File: src/rtl/rps_pkg.sv
// Shared rock-paper-scissors codes: round results, match winner, scorer state.
// Used by the round evaluator and the match scorer.
package rps_pkg;

  typedef enum logic [1:0] {
    RES_TIE     = 2'b00,
    RES_P1      = 2'b01,
    RES_P2      = 2'b10,
    RES_INVALID = 2'b11
  } res_code_t;

  typedef enum logic [1:0] {
    WIN_NONE = 2'b00,
    WIN_P1   = 2'b01,
    WIN_P2   = 2'b10
  } winner_t;

  typedef enum logic {
    S_PLAY = 1'b0,
    S_OVER = 1'b1
  } state_t;

endpackage

File: src/rtl/rps_sat_counter.sv
// 4-bit up counter with sync reset, sync clear and saturation at 15.
// Ports: clk, rst, clr, inc -> count.
module rps_sat_counter (
  input  logic       clk,
  input  logic       rst,
  input  logic       clr,
  input  logic       inc,
  output logic [3:0] count
);

  always_ff @(posedge clk) begin
    if (rst || clr) begin
      count <= 4'd0;
    end else if (inc && count != 4'hF) begin
      count <= count + 4'd1;
    end
  end

endmodule

File: src/rtl/rps_match_scorer.sv
// Match scorer: counts round results until a player reaches WIN_TARGET.
// Ports: clk, rst, res_valid/res_code/res_ready, clear -> scores,
// invalid_cnt, match_over, match_winner. Macro RPS_DRAW_LIMIT_EN adds
// a consecutive-tie limit (MAX_TIES) that ends the match as a draw.
module rps_match_scorer
  import rps_pkg::*;
#(
  parameter int WIN_TARGET = 3,
  parameter int MAX_TIES   = 5
) (
  input  logic       clk,
  input  logic       rst,
  input  logic       res_valid,
  input  logic [1:0] res_code,
  output logic       res_ready,
  input  logic       clear,
  output logic [3:0] score_p1,
  output logic [3:0] score_p2,
  output logic [3:0] invalid_cnt,
  output logic       match_over,
  output logic [1:0] match_winner
);

  if (WIN_TARGET < 1 || WIN_TARGET > 15) begin : g_bad_win
    $error("WIN_TARGET out of range");
  end
  if (MAX_TIES < 1 || MAX_TIES > 15) begin : g_bad_ties
    $error("MAX_TIES out of range");
  end

  localparam logic [3:0] WIN_LAST = 4'(WIN_TARGET - 1);

  state_t  state_q, state_d;
  winner_t winner_q, winner_d;

  logic accept;
  logic is_p1, is_p2, is_tie, is_inv;
  logic p1_hit, p2_hit, tie_hit;

  assign res_ready    = (state_q == S_PLAY);
  assign match_over   = (state_q == S_OVER);
  assign match_winner = winner_q;

  // A result offered alongside clear is dropped.
  assign accept = res_valid && res_ready && !clear;

  assign is_tie = (res_code == RES_TIE);
  assign is_p1  = (res_code == RES_P1);
  assign is_p2  = (res_code == RES_P2);
  assign is_inv = (res_code == RES_INVALID);

  assign p1_hit = is_p1 && (score_p1 == WIN_LAST);
  assign p2_hit = is_p2 && (score_p2 == WIN_LAST);

  rps_sat_counter u_p1 (
    .clk   (clk),
    .rst   (rst),
    .clr   (clear),
    .inc   (accept && is_p1),
    .count (score_p1)
  );

  rps_sat_counter u_p2 (
    .clk   (clk),
    .rst   (rst),
    .clr   (clear),
    .inc   (accept && is_p2),
    .count (score_p2)
  );

  rps_sat_counter u_inv (
    .clk   (clk),
    .rst   (rst),
    .clr   (clear),
    .inc   (accept && is_inv),
    .count (invalid_cnt)
  );

`ifdef RPS_DRAW_LIMIT_EN
  localparam logic [3:0] TIE_LAST = 4'(MAX_TIES - 1);

  logic [3:0] tie_cnt;

  // Streak breaks on a decisive round; invalid rounds leave it alone.
  rps_sat_counter u_tie (
    .clk   (clk),
    .rst   (rst),
    .clr   (clear || (accept && (is_p1 || is_p2))),
    .inc   (accept && is_tie),
    .count (tie_cnt)
  );

  assign tie_hit = is_tie && (tie_cnt == TIE_LAST);
`else
  assign tie_hit = 1'b0;
`endif

  always_comb begin
    state_d  = state_q;
    winner_d = winner_q;
    if (clear) begin
      state_d  = S_PLAY;
      winner_d = WIN_NONE;
    end else if (accept) begin
      unique case (1'b1)
        p1_hit: begin
          state_d  = S_OVER;
          winner_d = WIN_P1;
        end
        p2_hit: begin
          state_d  = S_OVER;
          winner_d = WIN_P2;
        end
        tie_hit: begin
          state_d  = S_OVER;
          winner_d = WIN_NONE;
        end
        default: ;
      endcase
    end
  end

  always_ff @(posedge clk) begin
    if (rst) begin
      state_q  <= S_PLAY;
      winner_q <= WIN_NONE;
    end else begin
      state_q  <= state_d;
      winner_q <= winner_d;
    end
  end

endmodule

File: config.mk
export PLATFORM = sky130hd
export DESIGN_NAME = rps_match_scorer
export DESIGN_NICKNAME = d
export VERILOG_FILES = /design/src/rtl/rps_pkg.sv /design/src/rtl/rps_sat_counter.sv /design/src/rtl/rps_match_scorer.sv
export SDC_FILE = /design/constraint.sdc
export NUM_CORES = 1
export LEC_CHECK = 0
export BUFFER_PORTS_ARGS = -buffer_cell sky130_fd_sc_hd__buf_2
export CAP_MARGIN = 15
export CORE_MARGIN = 3
export CORE_UTILIZATION = 50
export CTS_CLUSTER_DIAMETER = 30
export DETAILED_ROUTE_END_ITERATION = 6
export PLACE_DENSITY = 0.77
export SLEW_MARGIN = 20
export SYNTH_ARGS = -nofsm -noshare
export SYNTH_HDL_FRONTEND = slang
export SYNTH_SLANG_ARGS = --single-unit
File: constraint.sdc
create_clock -name clk -period 1.6 [get_ports clk]
set_input_delay 0.24 -clock clk [delete_from_list [all_inputs] [get_ports clk]]
set_output_delay 0.24 -clock clk [all_outputs]
set_load 0.03 [all_outputs]
==> results of run 1 <==
power by group:
part           total (mW)  internal [mW]  switching, mW
logic              0.0600         0.0207         0.0393
clock network       0.221         0.0972          0.124
registers           0.377          0.375        0.00204
total               0.658          0.493          0.165
synth_stat cells (all sizes together), types with 2 or more instances:
| cell | number |
|---|---|
| and3 | 4 |
| nor3 | 5 |
| ha | 5 |
| nand3 | 5 |
| nand4 | 2 |
| a31oi | 7 |
| nor2 | 3 |
| or2 | 2 |
| nor3b | 2 |
| nand2 | 2 |
| nor2b | 2 |
| a311oi | 3 |
| inv | 4 |
| nor4 | 2 |
| o31ai | 4 |
| buf | 2 |
| a21oi | 6 |
| dfxtp | 15 |
| a211oi | 3 |
worst register-to-register path, stage by stage, from the launching register on:
cell and delay [ps]:
dfxtp_1 340, ha_1 240, and3_1 230, or4_1 410, a21oi_1 140
final cells by class:
type                            instances  area share [%]
Sequential cell                        15            30.5
Inverter                                4            1.53
Clock buffer                            4            2.67
Multi-Input combinational cell         71            52.5
Timing Repair Buffer                   21            10.7
Tap cell                               16            2.04
logic make-up (layout without fill, tap and decap cells):
logic type               Yosys count  count (layout)  synth area share, %
multiplexers                       1               1                 1.17
AND/OR/NAND/NOR                   40              40                 32.5
AO/OA/AOI/OAI                     25              25                 19.7
buffers and inverters              7              29                 4.11
flip-flops                        15              15                 35.2
adder cells (fa/ha/maj)            5               5                 7.34
worst max path at each step:
stage                      endpoint  depth (start not counted)
floorplan           match_winner[1]                          4
global placement     u_inv.count[0]                          4
detailed placement   u_inv.count[0]                          4
CTS                  u_inv.count[0]                          4
global route         u_inv.count[0]                          4
finish               u_inv.count[0]                          4
stage by stage:
stage	cell area (µm²)	util (%)
6_report	983	63.1
5_1_grt	983	63.1
4_1_cts	983	63.1
3_5_place_dp	957	61.4
3_3_place_gp	957	61.4
2_1_floorplan	852	-
layer usage:
metal | vias up | track usage [%] | routed length [µm]
met1 | 366 | 24.4 | 916
met3 | 6 | 5.75 | 107
li1 | 411 | - | -
met5 | - | 0 | 0
met2 | 27 | 30.2 | 805
met4 | 0 | 9.39 | 45
state kept, by name, summed over array words and instances, names as in the netlist:
name / flops
u_p2.count: 4
match_winner: 2
match_over: 1
u_p1.count: 4
u_inv.count: 4
==> results.sh, run 1 <==
export IMPL_worstMarginPinSlew_ps=307
export IMPL_first_iter_violations=17
export IMPL_synth_cells=93
export IMPL_timing_hold_worst_path_depth=3
export IMPL_starting_density_pct=54.7
export IMPL_synth_edff_count=0
export IMPL_synth_top_cell_area_share_pct=35.2
export IMPL_report_final_hold_viol_count=0
export IMPL_seq_area_frac_synth_pct=35.2
export IMPL_root_buffer="clkbuf_4"
export IMPL_postSynth_asyncResetShare_pct=0
export IMPL_mostFrequentLayoutCells="buf_2 (21), dfxtp_1 (15), a31oi_1 (7)"
export IMPL_post_cts_setup_buffer_count=0
export IMPL_timing_critical_path_fanout_max=5
export IMPL_worst_reg2reg_path_depth=4
export IMPL_drc=0
export IMPL_post_route_worst_setup_slack_ps=179
export IMPL_die_height_um=47.3
export IMPL_final_layout_size_suffix_gt1_share_pct=25.2
export IMPL_hold_slack_ps=229
export IMPL_placement_rows=14
export IMPL_worstSkewPairLatency_ps=290
export IMPL_kind_of_critical_path="register to register"
export IMPL_detailed_route_via_count=810
export IMPL_timing_critical_path_buf_inv=0
export IMPL_max_cap_violations=0
export IMPL_placeable_core_region_um2=1560
export IMPL_floorplan_die_area_um2=2240
export IMPL_post_detailed_route_via_to_cell_ratio=6.18
export IMPL_critical_path_cell_chain="ha_1, and3_1, or4_1, a21oi_1"
export IMPL_max_clock_path_buffers=2
export IMPL_seq_area_um2=300
export IMPL_layout_area_overhead_vs_synth_pct=15.4
export IMPL_pin_count_of_the_biggest_net_entering_global_routing=14
export IMPL_yosys_area_top_type="dfxtp_1"
export IMPL_min_from="rst"
export IMPL_place_worst_setup_slack_ps=210
export IMPL_route_detailed_wl_per_inst_um=14.3
export IMPL_multi_input_comb_area_um2=517
export IMPL_wire_length_of_the_first_global_routing_pass_mm=3.03
export IMPL_gp_routability_congestion=0.819
export IMPL_critical_path_slowest_cell="or4_1"
export IMPL_post_cts_hold_buffer_count=0
export IMPL_cp_required_ps=1820
export IMPL_setup_violations=0
export IMPL_route_antenna_remaining_nets=0
export IMPL_final_common_cell="buf_2"
export IMPL_regToRegSetupSlack_ps=180
export IMPL_finish_cell_count_without_fillers=131
export IMPL_critical_path_max_stage_delay_ps=410
export IMPL_run_status="finished, final reports clean"
export IMPL_detail_route_first_pass_iterations=4
export IMPL_final_worst_path_period_share_pct=88.8
export IMPL_worst_ir_drop_vdd_uv=495
export IMPL_clkTransAtPathRegs_ps=80
export IMPL_synthesis_yosys_warnings=0
export IMPL_grt_remaining_overflow=0
export IMPL_clock_skew_final_ps=7.67
export IMPL_cts_htree_levels=1
export IMPL_rsz_0062_raised_after_global_routing="false"
export IMPL_fmax_mhz=704
export IMPL_report_final_slew_viol_count=0
export IMPL_cellPowerDensity_nw_per_um2=669
export IMPL_total_power_uw=658
export IMPL_grt_pass1_vias=707
export IMPL_dp_hpwl_mm=1.35
export IMPL_worstReg2RegEnd="u_inv.count[0]"
export IMPL_synth_nets=104
export IMPL_number_of_cells_after_detailed_placement=127
export IMPL_yosys_cell_types_count=35
export IMPL_tritoncts_clock_tree="built"
export IMPL_yosys_register_bits=15
export IMPL_n_fill_cell=139
export IMPL_globalRouteTotalUtil_pct=19.5
export IMPL_final_period_minus_worst_setup_slack_ps=1420
export IMPL_p_leak_nw=0.427
export IMPL_setup_worst_path_start_class="register"
export IMPL_antennaDiodeCount=0
export IMPL_cp_end_kind="register"
export IMPL_path_delay_family="simple AND/OR/NAND/NOR gates"
export IMPL_tritoncts_num_sinks=15
export IMPL_io_buffer_count=21
export IMPL_hold_path_end="match_winner[0]"
export IMPL_die_width_um=47.3
export IMPL_wl_mm=1.88
export IMPL_timing_max_slew_rel_slack_pct=79.3
export IMPL_cts_buffers=3
export IMPL_setup_worst_path_start="u_inv.count[0]"
export IMPL_worst_ep_arrival_time_ps=1650
export IMPL_postSynth_topFlopCell="dfxtp_1"
export IMPL_ys_top_cells_by_area="dfxtp_1 (35%), ha_1 (7.3%), a31oi_1 (5.1%)"
export IMPL_critical_path_reg2reg_startpoint="u_inv.count[0]"
export IMPL_nNetsFinal=127
export IMPL_syn_cell_area_um2=852
export IMPL_min_path_type="primary input to register"
export IMPL_synth_area_per_cell_um2=9.16
export IMPL_fin_setup_tns_ps=0
export IMPL_post_cts_resize_count=0
export IMPL_grt_antenna_before_repair=0
export IMPL_num_io_pins=22
Power figures use the tool's default switching activity.
==> inputs of run 2 (changes only) <==
- PLACE_DENSITY: 0.77 -> 0.78
- SYNTH_HIERARCHICAL: not set -> 1
==> results.sh, run 2 <==
export IMPL_worstSkewPairLatency_ps=280
export IMPL_floorplan_die_area_um2=2160
export IMPL_synth_cells=82
export IMPL_cp_required_ps=1770
export IMPL_synthesis_yosys_warnings=6
export IMPL_final_area_um2=1010
export IMPL_multi_input_comb_area_um2=514
export IMPL_critical_path_slowest_cell="dfxtp_1"
export IMPL_wl_mm=1.74
export IMPL_detail_route_first_pass_iterations=4
export IMPL_first_iter_violations=14
export IMPL_layout_area_overhead_vs_synth_pct=22.9
export IMPL_pin_count_of_the_biggest_net_entering_global_routing=11
export IMPL_starting_density_pct=57.8
export IMPL_max_clock_path_buffers=2
export IMPL_wire_length_of_the_first_global_routing_pass_mm=2.66
export IMPL_setup_worst_path_start_class="register"
export IMPL_fmax_mhz=691
export IMPL_tritoncts_num_sinks=15
export IMPL_final_common_cell="buf_2"
export IMPL_synth_top_cell_area_share_pct=36.7
export IMPL_cts_buffers=3
export IMPL_mostFrequentLayoutCells="buf_2 (21), dfxtp_1 (15), nand2_1 (13)"
export IMPL_die_width_um=46.5
export IMPL_critical_path_max_stage_delay_ps=350
export IMPL_grt_antenna_before_repair=0
export IMPL_worst_ir_drop_vdd_uv=443
export IMPL_die_height_um=46.5
export IMPL_timing_critical_path_fanout_max=5
export IMPL_num_io_pins=22
export IMPL_yosys_area_top_type="dfxtp_1"
export IMPL_post_cts_hold_buffer_count=0
export IMPL_synth_area_per_cell_um2=9.98
export IMPL_p_leak_nw=0.489
export IMPL_route_detailed_wl_per_inst_um=13.7
export IMPL_root_buffer="clkbuf_4"
export IMPL_post_cts_resize_count=0
export IMPL_drc=0
export IMPL_number_of_cells_after_detailed_placement=123
export IMPL_max_cap_violations=0
export IMPL_grt_pass1_vias=625
export IMPL_cp_end_kind="register"
export IMPL_n_fill_cell=126
export IMPL_detailed_route_via_count=737
export IMPL_io_buffer_count=21
export IMPL_final_layout_size_suffix_gt1_share_pct=35.7
export IMPL_worstMarginPinSlew_ps=399
export IMPL_report_final_hold_viol_count=0
export IMPL_timing_max_slew_rel_slack_pct=73.0
export IMPL_final_period_minus_worst_setup_slack_ps=1450
export IMPL_synth_nets=91
export IMPL_nNetsFinal=122
export IMPL_min_path_type="primary input to register"
export IMPL_postSynth_topFlopCell="dfxtp_1"
export IMPL_seq_area_frac_synth_pct=36.7
export IMPL_route_antenna_remaining_nets=0
export IMPL_yosys_cell_types_count=24
export IMPL_antennaDiodeCount=0
export IMPL_run_status="finished, final reports clean"
export IMPL_cts_htree_levels=1
export IMPL_post_cts_setup_buffer_count=0
export IMPL_yosys_register_bits=15
export IMPL_path_delay_family="simple AND/OR/NAND/NOR gates"
export IMPL_post_dp_cell_area_um2=980
export IMPL_kind_of_critical_path="register to register"
export IMPL_timing_critical_path_buf_inv=0
export IMPL_layout_core_utilization_pct=71.1
export IMPL_grt_remaining_overflow=0
export IMPL_placeable_core_region_um2=1420
export IMPL_tritoncts_clock_tree="built"
export IMPL_dp_hpwl_mm=1.29
export IMPL_syn_cell_area_um2=818
export IMPL_final_worst_path_period_share_pct=90.5
export IMPL_report_final_slew_viol_count=0
export IMPL_globalRouteTotalUtil_pct=17.9
export IMPL_critical_path_cell_chain="nor3b_1, and3_1, nand4_1, o211ai_2, o41ai_2"
export IMPL_clock_skew_final_ps=2.11
export IMPL_biggestRegsByFlops="u_inv/count: 4 flops, u_p1/count: 4 flops, u_p2/count: 4 flops"
export IMPL_ys_top_cells_by_area="dfxtp_1 (37%), mux2i_1 (7.3%), nand2_1 (6.0%)"
export IMPL_rsz_0062_raised_after_global_routing="false"
export IMPL_worst_ep_arrival_time_ps=1620
export IMPL_synth_edff_count=0
export IMPL_placement_rows=13
export IMPL_postSynth_asyncResetShare_pct=0
export IMPL_setup_violations=0
export IMPL_fin_setup_tns_ps=0
export IMPL_cellPowerDensity_nw_per_um2=641
export IMPL_post_detailed_route_via_to_cell_ratio=5.80
export IMPL_clkTransAtPathRegs_ps=90
export IMPL_gp_routability_congestion=0.768
export IMPL_seq_area_um2=300
export IMPL_most_instantiated_cells_after_synthesis="dfxtp_1 (15), nand2_1 (13), nor2_1 (8)"
export IMPL_synthMostInstantiatedCell="dfxtp_1"
export IMPL_finish_cell_count_without_fillers=127
run 2: changes by cell type after synthesis, moves of 3 or more:
cell      previous run  this run
nand3_1              5         0
o211ai_2             0         3
nand2_1              2        13
o31ai_1              4         0
a31oi_1              7         0
a311oi_1             3         0
nor2_1               3         8
inv_1                4         1
a21oi_1              6         3
mux2i_1              1         6
o41ai_2              0         3
nand4b_1             1         4
nor3_1               5         0
a211oi_1             3         0
run 2: worst paths after layout:
check	startpoint	end	slack (ps)	cells after the start
max reg2reg	match_over	u_inv/count[3]	150	5
min reg2reg	match_winner[1]	match_winner[1]	460	2
min	clear	u_p1/count[3]	200	2
max	match_over	u_inv/count[3]	150	5
run 2: per-layer routing:
metal / GRT usage, % / wire, µm / vias to the layer above
met3: 5.08 / 108 / 2
li1: - / - / 374
met5: 0 / 0 / -
met2: 30.5 / 823 / 21
met1: 19.4 / 789 / 340
met4: 10.2 / 14 / 0
run 2: per-stage QoR:
stage | worst slack (ps) | power (mW) | hold slack [ps]
floorplan | 8.54 | 0.410 | 339
global placement | 228 | 0.439 | 452
detailed placement | 151 | 0.439 | 454
CTS | 142 | 0.650 | 191
global route | 84.7 | 0.683 | 188
finish | 153 | 0.644 | 200
run 2: cells by family after synthesis:
group | after synthesis | share of synthesized area (%)
adder cells (fa/ha/maj) | 3 | 4.59
AND/OR/NAND/NOR | 45 | 35.2
multiplexers | 6 | 7.34
flip-flops | 15 | 36.7
buffers and inverters | 1 | 0.458
AO/OA/AOI/OAI | 12 | 15.8
run 2: power by group:
part / total [mW] / switching [mW] / internal, mW
Sequential: 0.376 / 0.00144 / 0.374
Combinational: 0.0554 / 0.0334 / 0.0220
Clock: 0.213 / 0.117 / 0.0966
run 2: worst reg2reg max path: stages (launching register included):
cell      delay, ps
dfxtp_1         350
nor3b_1         300
and3_1          240
nand4_1         170
o211ai_2        190
o41ai_2          90
run 2: area by class of cell:
class                   count  area share, %
clock buffers               4           2.61
inverters                   1          0.373
multi-input cells          66           51.1
flip-flops and latches     15           29.9
well taps                  15           1.87
repair buffers             26           14.2
==> inputs of run 3 (changes only) <==
- ABC_AREA: not set -> 1
- CORE_UTILIZATION: 50 -> 51
==> results.sh, run 3 <==
export IMPL_dp_hpwl_mm=1.34
export IMPL_wire_length_of_the_first_global_routing_pass_mm=2.59
export IMPL_fmax_mhz=707
export IMPL_finish_cell_count_without_fillers=172
export IMPL_nNetsFinal=166
export IMPL_cp_required_ps=1780
export IMPL_setup_violations=0
export IMPL_clock_skew_final_ps=1.53
export IMPL_route_detailed_wl_per_inst_um=9.85
export IMPL_timing_max_slew_rel_slack_pct=73.7
export IMPL_run_status="finished, final reports clean"
export IMPL_starting_density_pct=56.4
export IMPL_ys_top_cells_by_area="dfxtp_1 (34%), nor2_1 (15%), nand2_1 (9.4%)"
export IMPL_wl_mm=1.70
export IMPL_detailed_route_via_count=832
export IMPL_final_area_um2=1040
export IMPL_grt_antenna_before_repair=0
export IMPL_globalRouteTotalUtil_pct=16.4
export IMPL_yosys_area_share_simple_pct=47.8
export IMPL_tritoncts_clock_tree="built"
export IMPL_num_io_pins=22
export IMPL_fin_setup_tns_ps=0
export IMPL_cellPowerDensity_nw_per_um2=638
export IMPL_p_leak_nw=0.499
export IMPL_number_of_cells_after_detailed_placement=168
export IMPL_synth_edff_count=0
export IMPL_synth_area_in_adders_pct=4.27
export IMPL_drc=0
export IMPL_cts_buffers=3
export IMPL_clkTransAtPathRegs_ps=90
export IMPL_worst_ir_drop_vdd_uv=510
export IMPL_worstSkewPairLatency_ps=280
export IMPL_main_combinational_cell_family_by_area_after_synthesis="simple AND/OR/NAND/NOR gates"
export IMPL_placement_rows=14
export IMPL_report_final_slew_viol_count=0
export IMPL_biggestRegsByFlops="u_inv/count: 4 flops, u_p1/count: 4 flops, u_p2/count: 4 flops"
export IMPL_gp_routability_congestion=0.848
export IMPL_final_worst_path_period_share_pct=88.4
export IMPL_kind_of_critical_path="register to register"
export IMPL_seq_area_frac_synth_pct=34.1
export IMPL_critical_path_slowest_cell="dfxtp_1"
export IMPL_critical_path_max_stage_delay_ps=320
export IMPL_final_common_cell="nor2_1"
export IMPL_grt_remaining_overflow=0
export IMPL_yosys_area_top_type="dfxtp_1"
export IMPL_max_clock_path_buffers=2
export IMPL_pin_count_of_the_biggest_net_entering_global_routing=9
export IMPL_post_dp_cell_area_um2=1010
export IMPL_synth_mux_area_share_pct=0
export IMPL_postSynth_asyncResetShare_pct=0
export IMPL_grt_pass1_vias=678
export IMPL_io_buffer_count=21
export IMPL_synth_top_cell_area_share_pct=34.1
export IMPL_xor_and_xnor_fraction_of_the_mapped_netlist_area_pct=0
export IMPL_critical_path_cell_chain="inv_2, nand2_2, nor2_4, inv_2, nor3_1, nand2_2, inv_2, nand2_2, nand2_1, nor2_1"
export IMPL_postSynth_topFlopCell="dfxtp_1"
export IMPL_tritoncts_num_sinks=15
export IMPL_min_path_type="primary input to register"
export IMPL_route_antenna_remaining_nets=0
export IMPL_yosys_register_bits=15
export IMPL_final_period_minus_worst_setup_slack_ps=1410
export IMPL_placeable_core_region_um2=1560
export IMPL_timing_critical_path_buf_inv=3
export IMPL_timing_critical_path_fanout_max=4
export IMPL_cts_htree_levels=1
export IMPL_synthesis_yosys_warnings=6
export IMPL_setup_worst_path_start_class="register"
export IMPL_root_buffer="clkbuf_4"
export IMPL_synth_area_per_cell_um2=6.77
export IMPL_report_final_hold_viol_count=0
export IMPL_synth_compound_area_share_pct=4.84
export IMPL_most_instantiated_cells_after_synthesis="nor2_1 (34), nand2_1 (22), inv_1 (16)"
export IMPL_post_cts_setup_buffer_count=0
export IMPL_final_layout_size_suffix_gt1_share_pct=28.8
export IMPL_die_width_um=47.5
export IMPL_synth_cells=130
export IMPL_detail_route_first_pass_iterations=4
export IMPL_worst_ep_arrival_time_ps=1600
export IMPL_synth_nets=139
export IMPL_layout_area_overhead_vs_synth_pct=18.6
export IMPL_die_height_um=47.5
export IMPL_antennaDiodeCount=0
export IMPL_synthMostInstantiatedCell="nor2_1"
export IMPL_rsz_0062_raised_after_global_routing="false"
export IMPL_yosys_cell_types_count=18
export IMPL_syn_cell_area_um2=880
export IMPL_post_detailed_route_via_to_cell_ratio=4.84
export IMPL_path_delay_family="simple AND/OR/NAND/NOR gates"
export IMPL_total_power_uw=665
export IMPL_first_iter_violations=14
export IMPL_floorplan_die_area_um2=2260
export IMPL_worstMarginPinSlew_ps=392
export IMPL_cp_end_kind="register"
export IMPL_mostFrequentLayoutCells="nor2_1 (34), nand2_1 (22), buf_2 (21)"
export IMPL_max_cap_violations=0
run 3: cell count changes after synthesis, sizes merged, moves of 4 or more:
cell / delta
and3: -4
inv: +20
mux2i: -6
nand2: +16
nand3: +9
nand4b: -4
nor2: +31
o21ai: +6
run 3: path summary, 6_finish.rpt:
path	start	to	cells past startpoint	slack [ps]
worst max-delay path	match_over	u_inv/count[0]	10	190
worst min-delay path	res_code[1]	match_winner[0]	4	300
worst max register to register	match_over	u_inv/count[0]	10	190
worst min register to register	match_winner[0]	match_winner[0]	2	440
run 3: where the power goes:
group	total (mW)	internal, mW	leakage [nW]	switching, mW
clock network	0.216	0.0967	0.0150	0.119
logic	0.0714	0.0254	0.363	0.0461
registers	0.378	0.375	0.121	0.00323
run 3: kinds of logic (layout without fill, tap and decap cells):
group	Yosys count	in the layout
AOI/OAI and AO/OA	8	8
adders and majority gates	3	3
and+or+nand+nor	83	83
DFF	15	15
buffers and inverters	21	47
run 3: tightest hold or removal path, cell delays in order:
cell	delay, ps
buf_2	100
nor2_1	50
nand3_2	80
a21oi_1	60
run 3: layer usage:
| layer | up-vias | GRT usage [%] | part of all wire (%) |
|---|---|---|---|
| met3 | 2 | 4.51 | 5.3 |
| met1 | 360 | 19.7 | 48 |
| met4 | 0 | 8.06 | 0.71 |
| li1 | 453 | - | - |
| met5 | - | 0 | 0 |
| met2 | 17 | 26.7 | 45 |
run 3: area by class of cell:
class | instances | area (µm²)
well taps | 16 | 20.0
multi-input cells | 94 | 505
flip-flops and latches | 15 | 300
repair buffers | 22 | 113
fillers | 152 | 515
inverters | 21 | 78.8
clock buffers | 4 | 26.3
run 3: repair_timing:
action / 4_1_cts / 5_1_grt
setup endpoints to repair: 0 / 2
gates resized for setup: 0 / 1
hold buffers: 0 / 0
run 3: stage by stage:
step / setup slack (ps) / utilization, % / hold WS [ps]
2_1_floorplan: 58.3 / - / 381
3_3_place_gp: 215 / 64.9 / 429
3_5_place_dp: 134 / 64.9 / 433
4_1_cts: 117 / 66.6 / 289
5_1_grt: 10.4 / 66.9 / 306
6_report: 185 / 66.9 / 298
